===== src/rtl/bcd_to_bin_seq_if.sv =====
// Request/result bundle for the sequential BCD-to-binary converter.
// Latency: n/a (wires only).  Backpressure: none; start is ignored while busy.
interface bcd_to_bin_seq_if #(
    parameter int DIGITS = 3,
    parameter int BIN_W  = 10
) ();
    logic                  start;
    logic [4*DIGITS-1:0]   bcd_in;
    logic                  busy;
    logic                  done;
    logic [BIN_W-1:0]      bin_out;
    logic                  err;

    modport master (
        output start,
        output bcd_in,
        input  busy,
        input  done,
        input  bin_out,
        input  err
    );

    modport slave (
        input  start,
        input  bcd_in,
        output busy,
        output done,
        output bin_out,
        output err
    );
endinterface


===== src/rtl/bcd_to_bin_seq.sv =====
// Sequential BCD-to-binary converter (reverse double-dabble, one bit per cycle).
// Latency: done BIN_W+1 cycles after accept (1 cycle for an invalid digit).
// Backpressure: start only sampled in IDLE; requests while busy are dropped.
module bcd_to_bin_seq #(
    parameter int DIGITS = 3,
    parameter int BIN_W  = 10
) (
    input  logic              clk,
    input  logic              rst,
    bcd_to_bin_seq_if.slave   bus
);
    localparam int BCD_W = 4 * DIGITS;
    localparam int CNT_W = $clog2(BIN_W + 1);

    typedef enum logic [1:0] {
        IDLE = 2'd0,
        CONV = 2'd1,
        DONE = 2'd2
    } state_t;

    state_t             state_q, state_d;
    logic [BCD_W-1:0]   bcd_q, bcd_d;
    logic [BCD_W-1:0]   bcd_sh, bcd_corr;
    logic [BIN_W-1:0]   sr_q, sr_d, sr_shift;
    logic [BIN_W-1:0]   bin_q, bin_d;
    logic [CNT_W-1:0]   cnt_q, cnt_d;
    logic               err_q, err_d;
    logic               in_valid;
    logic               last_shift;

    always_comb begin
        in_valid = 1'b1;
        for (int i = 0; i < DIGITS; i++) begin
            if (bus.bcd_in[4*i +: 4] > 4'd9) begin
                in_valid = 1'b0;
            end
        end
    end

    // Halving a digit that picked up 8 from its upper neighbour must give 5, so subtract 3.
    always_comb begin
        bcd_sh   = bcd_q >> 1;
        sr_shift = {bcd_q[0], sr_q[BIN_W-1:1]};
        bcd_corr = bcd_sh;
        for (int i = 0; i < DIGITS; i++) begin
            if (bcd_sh[4*i +: 4] >= 4'd8) begin
                bcd_corr[4*i +: 4] = bcd_sh[4*i +: 4] - 4'd3;
            end
        end
    end

    assign last_shift = (cnt_q == CNT_W'(BIN_W - 1));

    always_comb begin
        state_d = state_q;
        bcd_d   = bcd_q;
        sr_d    = sr_q;
        cnt_d   = cnt_q;
        bin_d   = bin_q;
        err_d   = err_q;
        case (state_q)
            IDLE: begin
                if (bus.start) begin
                    if (in_valid) begin
                        bcd_d   = bus.bcd_in;
                        sr_d    = '0;
                        cnt_d   = '0;
                        state_d = CONV;
                    end else begin
                        bin_d   = '0;
                        err_d   = 1'b1;
                        state_d = DONE;
                    end
                end
            end
            CONV: begin
                bcd_d = bcd_corr;
                sr_d  = sr_shift;
                cnt_d = cnt_q + CNT_W'(1);
                if (last_shift) begin
                    bin_d   = sr_shift;
                    err_d   = 1'b0;
                    state_d = DONE;
                end
            end
            DONE: begin
                state_d = IDLE;
            end
            default: begin
                state_d = IDLE;
            end
        endcase
    end

    always_ff @(posedge clk or posedge rst) begin
        if (rst) begin
            state_q <= IDLE;
            bcd_q   <= '0;
            sr_q    <= '0;
            cnt_q   <= '0;
            bin_q   <= '0;
            err_q   <= 1'b0;
        end else begin
            state_q <= state_d;
            bcd_q   <= bcd_d;
            sr_q    <= sr_d;
            cnt_q   <= cnt_d;
            bin_q   <= bin_d;
            err_q   <= err_d;
        end
    end

    assign bus.busy    = (state_q != IDLE);
    assign bus.done    = (state_q == DONE);
    assign bus.bin_out = bin_q;
    assign bus.err     = err_q;

    // Every BCD bit must have been shifted out once the last shift completes.
    assert property (@(posedge clk) disable iff (rst)
        (state_q == CONV && last_shift) |-> (bcd_corr == '0));

endmodule


===== src/flat_wrapper.sv =====
// flat-port wrapper written by rule: the top's interface ports become plain ports
module bcd_to_bin_seq_flat 
#(
    parameter int DIGITS = 3,
    parameter int BIN_W  = 10
)
  (clk, rst, bus_start, bus_bcd_in, bus_busy, bus_done, bus_bin_out, bus_err);
  bcd_to_bin_seq_if #(.DIGITS(DIGITS), .BIN_W(BIN_W)) bus_i ();
  input  logic clk;
  input  logic rst;
  input wire logic [$bits(bus_i.start)-1:0] bus_start;
  input wire logic [$bits(bus_i.bcd_in)-1:0] bus_bcd_in;
  output wire logic [$bits(bus_i.busy)-1:0] bus_busy;
  output wire logic [$bits(bus_i.done)-1:0] bus_done;
  output wire logic [$bits(bus_i.bin_out)-1:0] bus_bin_out;
  output wire logic [$bits(bus_i.err)-1:0] bus_err;
  assign bus_i.start = bus_start;
  assign bus_i.bcd_in = bus_bcd_in;
  assign bus_busy = bus_i.busy;
  assign bus_done = bus_i.done;
  assign bus_bin_out = bus_i.bin_out;
  assign bus_err = bus_i.err;
  bcd_to_bin_seq #(.DIGITS(DIGITS), .BIN_W(BIN_W)) u_core (.clk(clk), .rst(rst), .bus(bus_i));
endmodule

===== config.mk =====
export PLATFORM = sky130hd
export DESIGN_NAME = bcd_to_bin_seq_flat
export DESIGN_NICKNAME = d
export VERILOG_FILES = /design/src/rtl/bcd_to_bin_seq_if.sv /design/src/rtl/bcd_to_bin_seq.sv /design/src/flat_wrapper.sv
export SDC_FILE = /design/constraint.sdc
export NUM_CORES = 1
export LEC_CHECK = 0
export ABC_AREA = 1
export CORE_MARGIN = 5
export CORE_UTILIZATION = 45
export CTS_CLUSTER_DIAMETER = 50
export CTS_CLUSTER_SIZE = 24
export DETAILED_ROUTE_END_ITERATION = 12
export PLACE_DENSITY = 0.76
export SETUP_SLACK_MARGIN = 0.2
export SYNTH_ARGS = -nofsm -noshare
export SYNTH_HDL_FRONTEND = slang
export SYNTH_SLANG_ARGS = --single-unit

===== constraint.sdc =====
create_clock -name clk -period 1.45 [get_ports clk]
set_input_delay 0.29 -clock clk [delete_from_list [all_inputs] [get_ports clk]]
set_output_delay 0.29 -clock clk [all_outputs]
set_load 0.02 [all_outputs]

==> metrics.yaml, run 1 <==
status: "completed"
clock_path_buffers: 2
setup_viol: 0
grt_max_degree: 39
slew_viol_final: 0
slowest_delay_ns: 0.43
first_pass_iters: 4
r2r_cells: 6
synthToLayoutAreaGrowth_pct: 45.4
die_h_um: 77.8
vias_per_cell: 5.38
portBuffers: 27
yosysMostFrequentCell: "nand2_1"
crit_buf_inv: 2
hold_slack_ns: 0.342
syn_nets: 276
clk_latency_ns: 0.30
powerDensity_nw_per_um2: 1980
maxCapViolations: 0
hold_class: "in -> async"
yosys.cell_types.count: 26
worstPathArrival_ns: 1.63
r2r_slack_ns: 0.02
syn_area_sq_um: 2070
clock-sinks: 38
irDropWorstVdd_uv: 1050
dp_hpwl_um: 3050
antenna_found_initial: 0
netlist_instances: 255
ant_nets: 0
yosysTopAreaCell: "dfrtp_1"
critPathKind: "reg -> reg"
seq_area_frac_synth_pct: 45.9
finClkSkew_ns: 0.0118
core_area_sq_um: 4410
gp_congestion: 0.804
hold_violations: 0
grt_use_met1_pct: 24.2
min_period_over_period_pct: 99.0
period_minus_slack_ns: 1.43
met2_usage_pct: 33.9
htree_levels: 2
synth_edf_count: 0
final_area_sq_um: 3010
fill_cells: 322
placed_cells: 340
wl_um: 6060
worstPathCellList: "nor2_4 -> buf_4 -> nand4_4 -> buf_12 -> nand3_1 -> nand2_2"
tightest_slew_ns: 0.304
setup-tns-final_ns: 0
crit_end: "u_core.bus.bin_out[1]"
cts_root_buf: "clkbuf_8"
synth_top_cell_area_share_pct: 45.9
grt.total_usage_pct: 20.6
use_met3_pct: 5.56
boundaryPins: 28
p_leak_nw: 1.62
power.total_mw: 5.96
grt_pass1_vias: 2014
numCtsBuffers: 5
drt-wirelength-per-cell_um: 16.3
r2r_end: "u_core.bus.bin_out[1]"
critPathCaptureType: "register"
slew_headroom_pct: 79.7
diodes: 0
fin_nets: 339
crit_family: "simple AND/OR/NAND/NOR gates"
avgSynthCellArea_sq_um: 8.12
required_ns: 1.64
grt.overflow.total: 0
start_util_pct: 46.9
synthTopCellsByCount: "104 x nand2_1, 38 x dfrtp_1, 30 x nand3_1"
ys_ff_latch: 38
die_x_um: 77.8
reg2reg_from: "u_core.state_q[1]"
cp.depth: 6
drive_gt1_share_pct: 41.4
start_kind: "register"
startpoint: "u_core.state_q[1]"
grt_pass1_wl_um: 9860
top_usage_layer: "met2"
ys.flop_type: "dfrtp_1"
placed_cell_area_sq_um: 2470
synth_warnings: 0
first_iter_violations: 149
std_cell_rows: 24
via_count: 1997
rsz0062_at_grt: "true"
die_area_sq_um: 6060
async_flop_share_pct: 100
yosys-top-cells-area: "dfrtp_1 46%, nand2_1 19%, nand3_1 7.3%"
final_cells: 371
path_max_fanout: 9
tritoncts: "built"
cp_slowest_cell: "dfrtp_1"
clk_pin_slew_worst_paths_ns: 0.08
drc_errors: 0
fmax_mhz: 697
## report_power, final
group	total, mW	leakage [nW]	internal, mW	switching (mW)
sequential	1.71	0.504	1.38	0.331
combinational	3.38	1.06	1.46	1.92
clock	0.869	0.0575	0.481	0.389
## stage by stage
stage / utilization, % / setup slack, ns
after detailed placement: 55.9 / -0.250
after global routing: 68.2 / -0.0423
final: 68.2 / 0.0152
after CTS: 65.8 / 0.0294
after global placement: 55.9 / -0.179
after floorplan: - / 0.136
## cell type report
type | count | area (sq um) | share of cell area, %
sequential | 38 | 953 | 31.7
timing repair buffer | 62 | 597 | 19.8
tap | 52 | 65.1 | 2.16
multi-input combinational | 188 | 1190 | 39.4
inverter | 23 | 98.8 | 3.28
clock buffer | 8 | 110 | 3.66
## per-layer routing
| metal | share of wire [%] | routed length (um) | vias up |
|---|---|---|---|
| li1 | - | - | 927 |
| met1 | 37 | 2250 | 948 |
| met2 | 52 | 3160 | 96 |
| met3 | 5.9 | 356 | 26 |
| met4 | 4.7 | 284 | 0 |
| met5 | 0 | 0 | - |
## cell usage in the layout (no fill, tap or decap), drive strengths merged
master         netlist  routed
nand2              124     127
buf                  8      48
dfrtp               38      38
nand3               30      30
inv                 19      18
clkbuf               1       8
clkdlybuf4s50        0       8
o21ai                8       8
dlygate4sd2          0       6
ha                   6       6
clkinv               4       5
nor2                 4       4
or2                  4       4
nand3b               3       3
a21oi                3       3
o21bai               2       2
nand4                1       1
## tightest hold or removal path, cell delays in order
cell and delay (ns):
clkdlybuf4s50_1 0.40, inv_1 0.09, buf_12 0.23
## worst min path at each step
stage / end / slack (ns) / from
6_report: u_core.bus.bin_out[1] / 0.34 / rst
2_1_floorplan: u_core.state_q[0] / 0.40 / bus_start
4_1_cts: u_core.sr_q[8] / 0.36 / rst
5_1_grt: u_core.bus.bin_out[4] / 0.37 / rst
3_3_place_gp: u_core.sr_q[6] / 0.46 / u_core.sr_q[6]
3_5_place_dp: u_core.bcd_q[11] / 0.46 / u_core.bcd_q[11]
## flip-flops by register name, indices dropped and copies added (netlist names)
| register | count |
|---|---|
| u_core.bcd_q | 12 |
| u_core.cnt_q | 4 |
| u_core.bus.err | 1 |
| u_core.sr_q | 9 |
| u_core.state_q | 2 |
| u_core.bus.bin_out | 10 |
## timing repair
action                                 in CTS  in global routing
endpoints found under the hold margin       0                  0
pin swaps                                  18                 11
gates cloned                                7                  0
hold buffers                                0                  0
setup endpoints to repair                  51                 51
resized for setup                          84                 53
buffers inserted                           13                  3
## kinds of logic (layout without fill, tap and decap cells)
family	after synthesis	after routing	share of synthesized area (%)
AND/OR/NAND/NOR	166	169	37.3
AO/OA/AOI/OAI	13	13	4.65
buffers and inverters	32	93	8.52
adder cells (fa/ha/maj)	6	6	3.63
flip-flops	38	38	45.9
No activity file was read; power rests on OpenSTA's default activity.
==> inputs of run 2 (changes only) <==
RECOVER_POWER = 25   (was unset)
clock period = 1.4 ns   (was 1.45 ns; I/O delays follow)
==> run 2 against run 1 <==
Net effect: the run now ends with setup timing left; routed wire length shrank 11%; worst hold slack improved by 0.054 ns; register-to-register slack lost 0.03 ns; sequential share of layout area grew 1.8 points; sequential power about the same; critical path depth fell by 1.
==> metrics.yaml, run 2 (same netlist as run 1, synthesis figures left out) <==
hold_slack_ns: 0.396  # +0.0538 ns
reg2reg_from: "u_core.cnt_q[2]"
critPathCaptureType: "register"
drc_errors: 0  # unchanged
crit_buf_inv: 0  # -2
slowest_delay_ns: 0.46  # +0.03 ns
setup_slack_ns: -0.0178  # -0.0330 ns
multi_input_area_sq_um: 1100  # -7.6%
tritoncts: "built"
dp_hpwl_um: 3090  # +1.4%
r2r_end: "u_core.bus.bin_out[8]"
status: "complete, but fails checks"
place_ws_ns: -0.276  # -0.0264 ns
setup_viol: 6  # +6
critPathKind: "reg -> reg"
rsz0062_at_grt: "true"
core_area_sq_um: 4410  # unchanged
min_period_over_period_pct: 101  # +2.3 points
grt_pass1_vias: 1738  # -14%
slew_viol_final: 0  # unchanged
via_count: 1893  # -5.2%
hold_class: "in -> reg"
synthToLayoutAreaGrowth_pct: 37.4
slew_headroom_pct: 43.0  # -37 points
largest_register_ffs: 12  # unchanged
worstPathArrival_ns: 1.61  # -0.02 ns
grt_use_met1_pct: 20.7  # -3.6 points
r2r_cells: 5  # -1
grt.overflow.total: 0  # unchanged
die_x_um: 77.8  # unchanged
utilization_pct: 64.5  # -3.7 points
htree_levels: 2  # unchanged
regArea_sq_um: 951  # -0.26%
numCtsBuffers: 5  # unchanged
grt.total_usage_pct: 16.1  # -4.4 points
hold_violations: 0  # unchanged
boundaryPins: 28  # unchanged
r2r_slack_ns: -0.02  # -0.03 ns
hold_path.startpoint: "bus_bcd_in[5]"
top_usage_layer: "met2"
irDropWorstVdd_uv: 904  # -14%
std_cell_rows: 24  # unchanged
top_register: "u_core.bcd_q"
gp_congestion: 0.816  # +1.5%
min_to: "u_core.bcd_q[5]"
cts_root_buf: "clkbuf_8"
first_iter_violations: 160  # +7.4%
ant_nets: 0  # unchanged
drive_gt1_share_pct: 33.8  # -7.6 points
powerDensity_nw_per_um2: 1940  # -1.9%
finClkSkew_ns: 0.00729  # -0.00448 ns
p_leak_nw: 1.59  # -2.3%
cp_common_cell: "nand2_2"
clock_path_buffers: 2  # unchanged
maxCapViolations: 0  # unchanged
die_area_sq_um: 6060  # unchanged
diodes: 0  # unchanged
tightest_slew_ns: 0.856  # +0.552 ns
first_pass_iters: 4  # unchanged
die_h_um: 77.8  # unchanged
mostFrequentLayoutCell: "nand2_1"
start_util_pct: 46.9  # unchanged
antenna_found_initial: 0  # unchanged
setup-tns-final_ns: -0.0549  # -0.0549 ns
start_kind: "register"
cp.depth: 5  # -1
min_path_cells: 5
portBuffers: 27  # unchanged
grt_max_degree: 39  # unchanged
final_cell_mix: "101 x nand2_1, 38 x dfrtp_1, 22 x buf_4"
required_ns: 1.59  # -0.05 ns
violations: "setup timing"
fin_nets: 338  # -0.29%
crit_family: "simple AND/OR/NAND/NOR gates"
clk_pin_slew_worst_paths_ns: 0.08  # about the same
fill_cells: 352  # +9.3%
drt-wirelength-per-cell_um: 14.6  # -11%
vias_per_cell: 5.13  # -4.7%
period_minus_slack_ns: 1.42  # -0.0170 ns
clk_latency_ns: 0.30  # about the same
cp_slowest_cell: "dfrtp_1"
fmax_mhz: 705  # +1.2%
clock-sinks: 38  # unchanged
wl_um: 5380  # -11%
power.total_mw: 5.53  # -7.3%
worstPathCellList: "nand3b_1 -> a21oi_4 -> nand2_4 -> nand2_2 -> nand2_2"
use_met3_pct: 4.86  # -0.69 points
path_max_fanout: 6  # -3
met2_usage_pct: 25.5  # -8.4 points
grt_pass1_wl_um: 7940  # -20%
==> run 2: cell count changes in the layout (fill, tap and decap cells not counted), sizes merged <==
cell,change
dlygate4sd2,-5
dlymetal6s2s,+4
buf,-3
clkbuf,-1
clkinv,+1
dlygate4sd3,+1
inv,+1
==> run 2: metal layers <==
metal | up-vias | wire, um
li1 | 916 | -
met1 | 901 | 2270
met2 | 59 | 2640
met3 | 17 | 309
met4 | 0 | 156
met5 | - | 0
==> run 2: worst reg2reg max path: cells and delay by family (launching register included) <==
family / cells / cell delay [ns]
AND/OR/NAND/NOR: 4 / 0.56
flip-flops: 1 / 0.46
AO/OA/AOI/OAI: 1 / 0.30
==> run 2: through the flow <==
step | cell area (sq um) | cells
2_1_floorplan | 2070 | 255
3_3_place_gp | 2490 | 344
3_5_place_dp | 2490 | 344
4_1_cts | 2580 | 354
5_1_grt | 2850 | 369
6_report | 2850 | 369
==> run 2: power by group <==
group	switching, mW	internal [mW]
sequential	0.278	1.43
combinational	1.77	1.32
clock	0.398	0.334
total	2.45	3.08
==> run 2: worst max path at each step <==
| stage | end | slack [ns] | from |
|---|---|---|---|
| after floorplan | u_core.bus.bin_out[1] | 0.09 | u_core.cnt_q[1] |
| after global placement | u_core.sr_q[3] | -0.22 | bus_bcd_in[10] |
| after detailed placement | u_core.sr_q[8] | -0.28 | bus_bcd_in[10] |
| after CTS | u_core.bus.err | 0.01 | u_core.cnt_q[1] |
| after global routing | u_core.bus.bin_out[2] | -0.10 | u_core.cnt_q[1] |
| final | u_core.bus.bin_out[8] | -0.02 | u_core.cnt_q[2] |
==> run 2: area by class of cell <==
type | instances | area share, %
clock buffer | 5 | 2.42
clock inverter | 2 | 0.352
sequential | 38 | 33.4
inverter | 23 | 3.30
timing repair buffer | 61 | 19.7
multi-input combinational | 188 | 38.5
tap | 52 | 2.29
==> run 2: what timing repair did <==
| item | in CTS | in global routing |
|---|---|---|
| setup endpoints to repair | 51 | 40 |
| resized for setup | 69 | 35 |
| gates cloned | 1 | 4 |
| setup buffers | 2 | 11 |
| hold buffers | 0 | 0 |
| pin swaps | 5 | 9 |
==> inputs of run 3 (changes only) <==
CORE_ASPECT_RATIO = 1.1   (was unset)
PLACE_DENSITY = 0.79   (was 0.76)
clock period = 1.2 ns   (was 1.4 ns; I/O delays follow)
==> run 3 against run 2 <==
Net effect: the flow still finishes with violations (setup timing); clock skew rose by 0.0065 ns; worst setup slack got worse by 0.18 ns; count of clock-buffer cells in the layout rose by 2; global-route usage rose by 2.8 points; via count rose by 8.0%; utilization rose by 7.3 points; critical path depth rose by 2; combinational power rose by 37%; critical path type unchanged; largest cell class unchanged.
==> metrics.yaml, run 3 (same netlist as run 1, synthesis figures left out) <==
status: "complete, but fails checks"
violations: "setup timing"
tightest_slew_ns: 0.530  # -0.325 ns
r2r_end: "u_core.cnt_q[0]"
diodes: 0  # unchanged
cts_root_buf: "clkbuf_8"
clock_path_buffers: 2  # unchanged
clock-sinks: 38  # unchanged
grt.overflow.total: 0  # unchanged
critPathKind: "reg -> reg"
irDropWorstVdd_uv: 827  # -8.5%
path_max_fanout: 6  # unchanged
finClkSkew_ns: 0.0138  # +0.00651 ns
power.total_mw: 7.21  # +30%
ant_nets: 0  # unchanged
start_kind: "register"
p_leak_nw: 1.67  # +5.6%
tritoncts: "built"
placed_cell_area_sq_um: 2650  # +6.6%
hold_slack_ns: 0.454  # +0.0585 ns
die_h_um: 81.1  # +4.3%
hold_violations: 0  # unchanged
dp_hpwl_um: 3320  # +7.6%
std_cell_rows: 25  # +4.2%
clk_latency_ns: 0.31  # about the same
die_area_sq_um: 6060  # about the same
hold_class: "in -> reg"
cp.depth: 7  # +2
slew_viol_final: 0  # unchanged
period_minus_slack_ns: 1.40  # -0.0155 ns
wl_um: 6050  # +13%
start_util_pct: 47.3  # +0.38 points
powerDensity_nw_per_um2: 2300  # +18%
first_iter_violations: 98  # -39%
r2r_cells: 7  # +2
fin_nets: 354  # +4.7%
core_area_sq_um: 4380  # -0.79%
worstPathCellList: "buf_6 -> o21ai_4 -> clkinv_4 -> buf_12 -> nand2_8 -> nand2_1 -> nand2_1"
synthToLayoutAreaGrowth_pct: 51.7
min_path_cells: 5  # unchanged
slew_headroom_pct: 64.6  # +22 points
boundaryPins: 28  # unchanged
grt.total_usage_pct: 18.9  # +2.8 points
first_pass_iters: 4  # unchanged
setup_viol: 40  # +34
grt_max_degree: 39  # unchanged
mostFrequentLayoutCell: "nand2_1"
grt_pass1_vias: 1946  # +12%
largest_register_ffs: 12  # unchanged
final_cell_mix: "74 x nand2_1, 43 x nand2_2, 36 x dfrtp_1"
numCtsBuffers: 5  # unchanged
drive_gt1_share_pct: 45.5  # +12 points
holdBufCountCts: 0  # unchanged
min_period_over_period_pct: 117  # +16 points
fmax_mhz: 713  # +1.1%
gp_congestion: 0.836  # +2.4%
antenna_found_initial: 0  # unchanged
required_ns: 1.44  # -0.15 ns
critPathCaptureType: "register"
setup_slack_ns: -0.202  # -0.185 ns
slowest_delay_ns: 0.44  # -0.02 ns
clk_pin_slew_worst_paths_ns: 0.08  # about the same
portBuffers: 27  # unchanged
drt-wirelength-per-cell_um: 15.6  # +7.0%
crit_buf_inv: 3  # +3
via_count: 2044  # +8.0%
utilization_pct: 71.7  # +7.3 points
place_ws_ns: -0.470  # -0.194 ns
final_area_sq_um: 3140  # +10%
rsz0062_at_grt: "true"
cp_common_cell: "nand2_1"
crit_family: "flip-flops"
reg2reg_from: "u_core.state_q[0]"
vias_per_cell: 5.27  # +2.7%
maxCapViolations: 0  # unchanged
crit_end: "u_core.cnt_q[0]"
drc_errors: 0  # unchanged
fill_cells: 295  # -16%
top_register: "u_core.bcd_q"
htree_levels: 2  # unchanged
cp_slowest_cell: "dfrtp_2"
die_x_um: 74.7  # -4.1%
startpoint: "u_core.state_q[0]"
grt_pass1_wl_um: 8690  # +9.5%
r2r_slack_ns: -0.20  # -0.18 ns
worstPathArrival_ns: 1.64  # +0.03 ns
## run 3: worst reg2reg max path: stages, from the launching register on
cell      delay, ns
dfrtp_2        0.44
buf_6          0.14
o21ai_4        0.20
clkinv_4       0.13
buf_12         0.16
nand2_8        0.10
nand2_1        0.08
nand2_1        0.08
## run 3: power breakdown
group	switching, mW	internal [mW]
combinational	2.34	1.87
clock	0.473	0.464
sequential	0.386	1.67
## run 3: routing by layer
metal  routed length [um]  part of all wire, %  GRT usage [%]  vias up
met3                  342                  5.7           5.07       16
met1                 2250                   37           21.7     1005
met2                 3250                   54           32.7       72
met5                    0                    0              0        -
li1                     -                    -              -      951
met4                  212                  3.5           8.36        0
## run 3: worst min-delay path by stage
| stage | from | to |
|---|---|---|
| finish | bus_bcd_in[5] | u_core.bcd_q[5] |
| global route | bus_bcd_in[1] | u_core.bcd_q[1] |
| CTS | rst | u_core.bus.err |
| detailed placement | u_core.sr_q[5] | u_core.sr_q[5] |
| global placement | u_core.sr_q[2] | u_core.sr_q[2] |
| floorplan | rst | u_core.bcd_q[0] |
## run 3: per-stage QoR
step,std cells,setup TNS (ns)
6_report,388,-5.70
5_1_grt,388,-8.26
4_1_cts,383,-3.52
3_5_place_dp,362,-15.44
3_3_place_gp,362,-14.89
2_1_floorplan,255,-1.08
## run 3: repair_timing
| action | CTS | global route |
|---|---|---|
| cloned | 2 | 2 |
| pin swaps | 10 | 12 |
| endpoints found under the setup margin | 51 | 51 |
| gates resized for setup | 114 | 36 |
| buffers inserted | 11 | 3 |
## run 3: cell type report
cell class                      count  area [sq um]  share of cell area, %
Clock inverter                      1          5.00                  0.159
Clock buffer                        7          86.3                   2.75
Sequential cell                    38           953                   30.4
Tap cell                           54          67.6                   2.15
Multi-Input combinational cell    189          1190                   37.9
Timing Repair Buffer               76           734                   23.4
Inverter                           23           103                   3.27
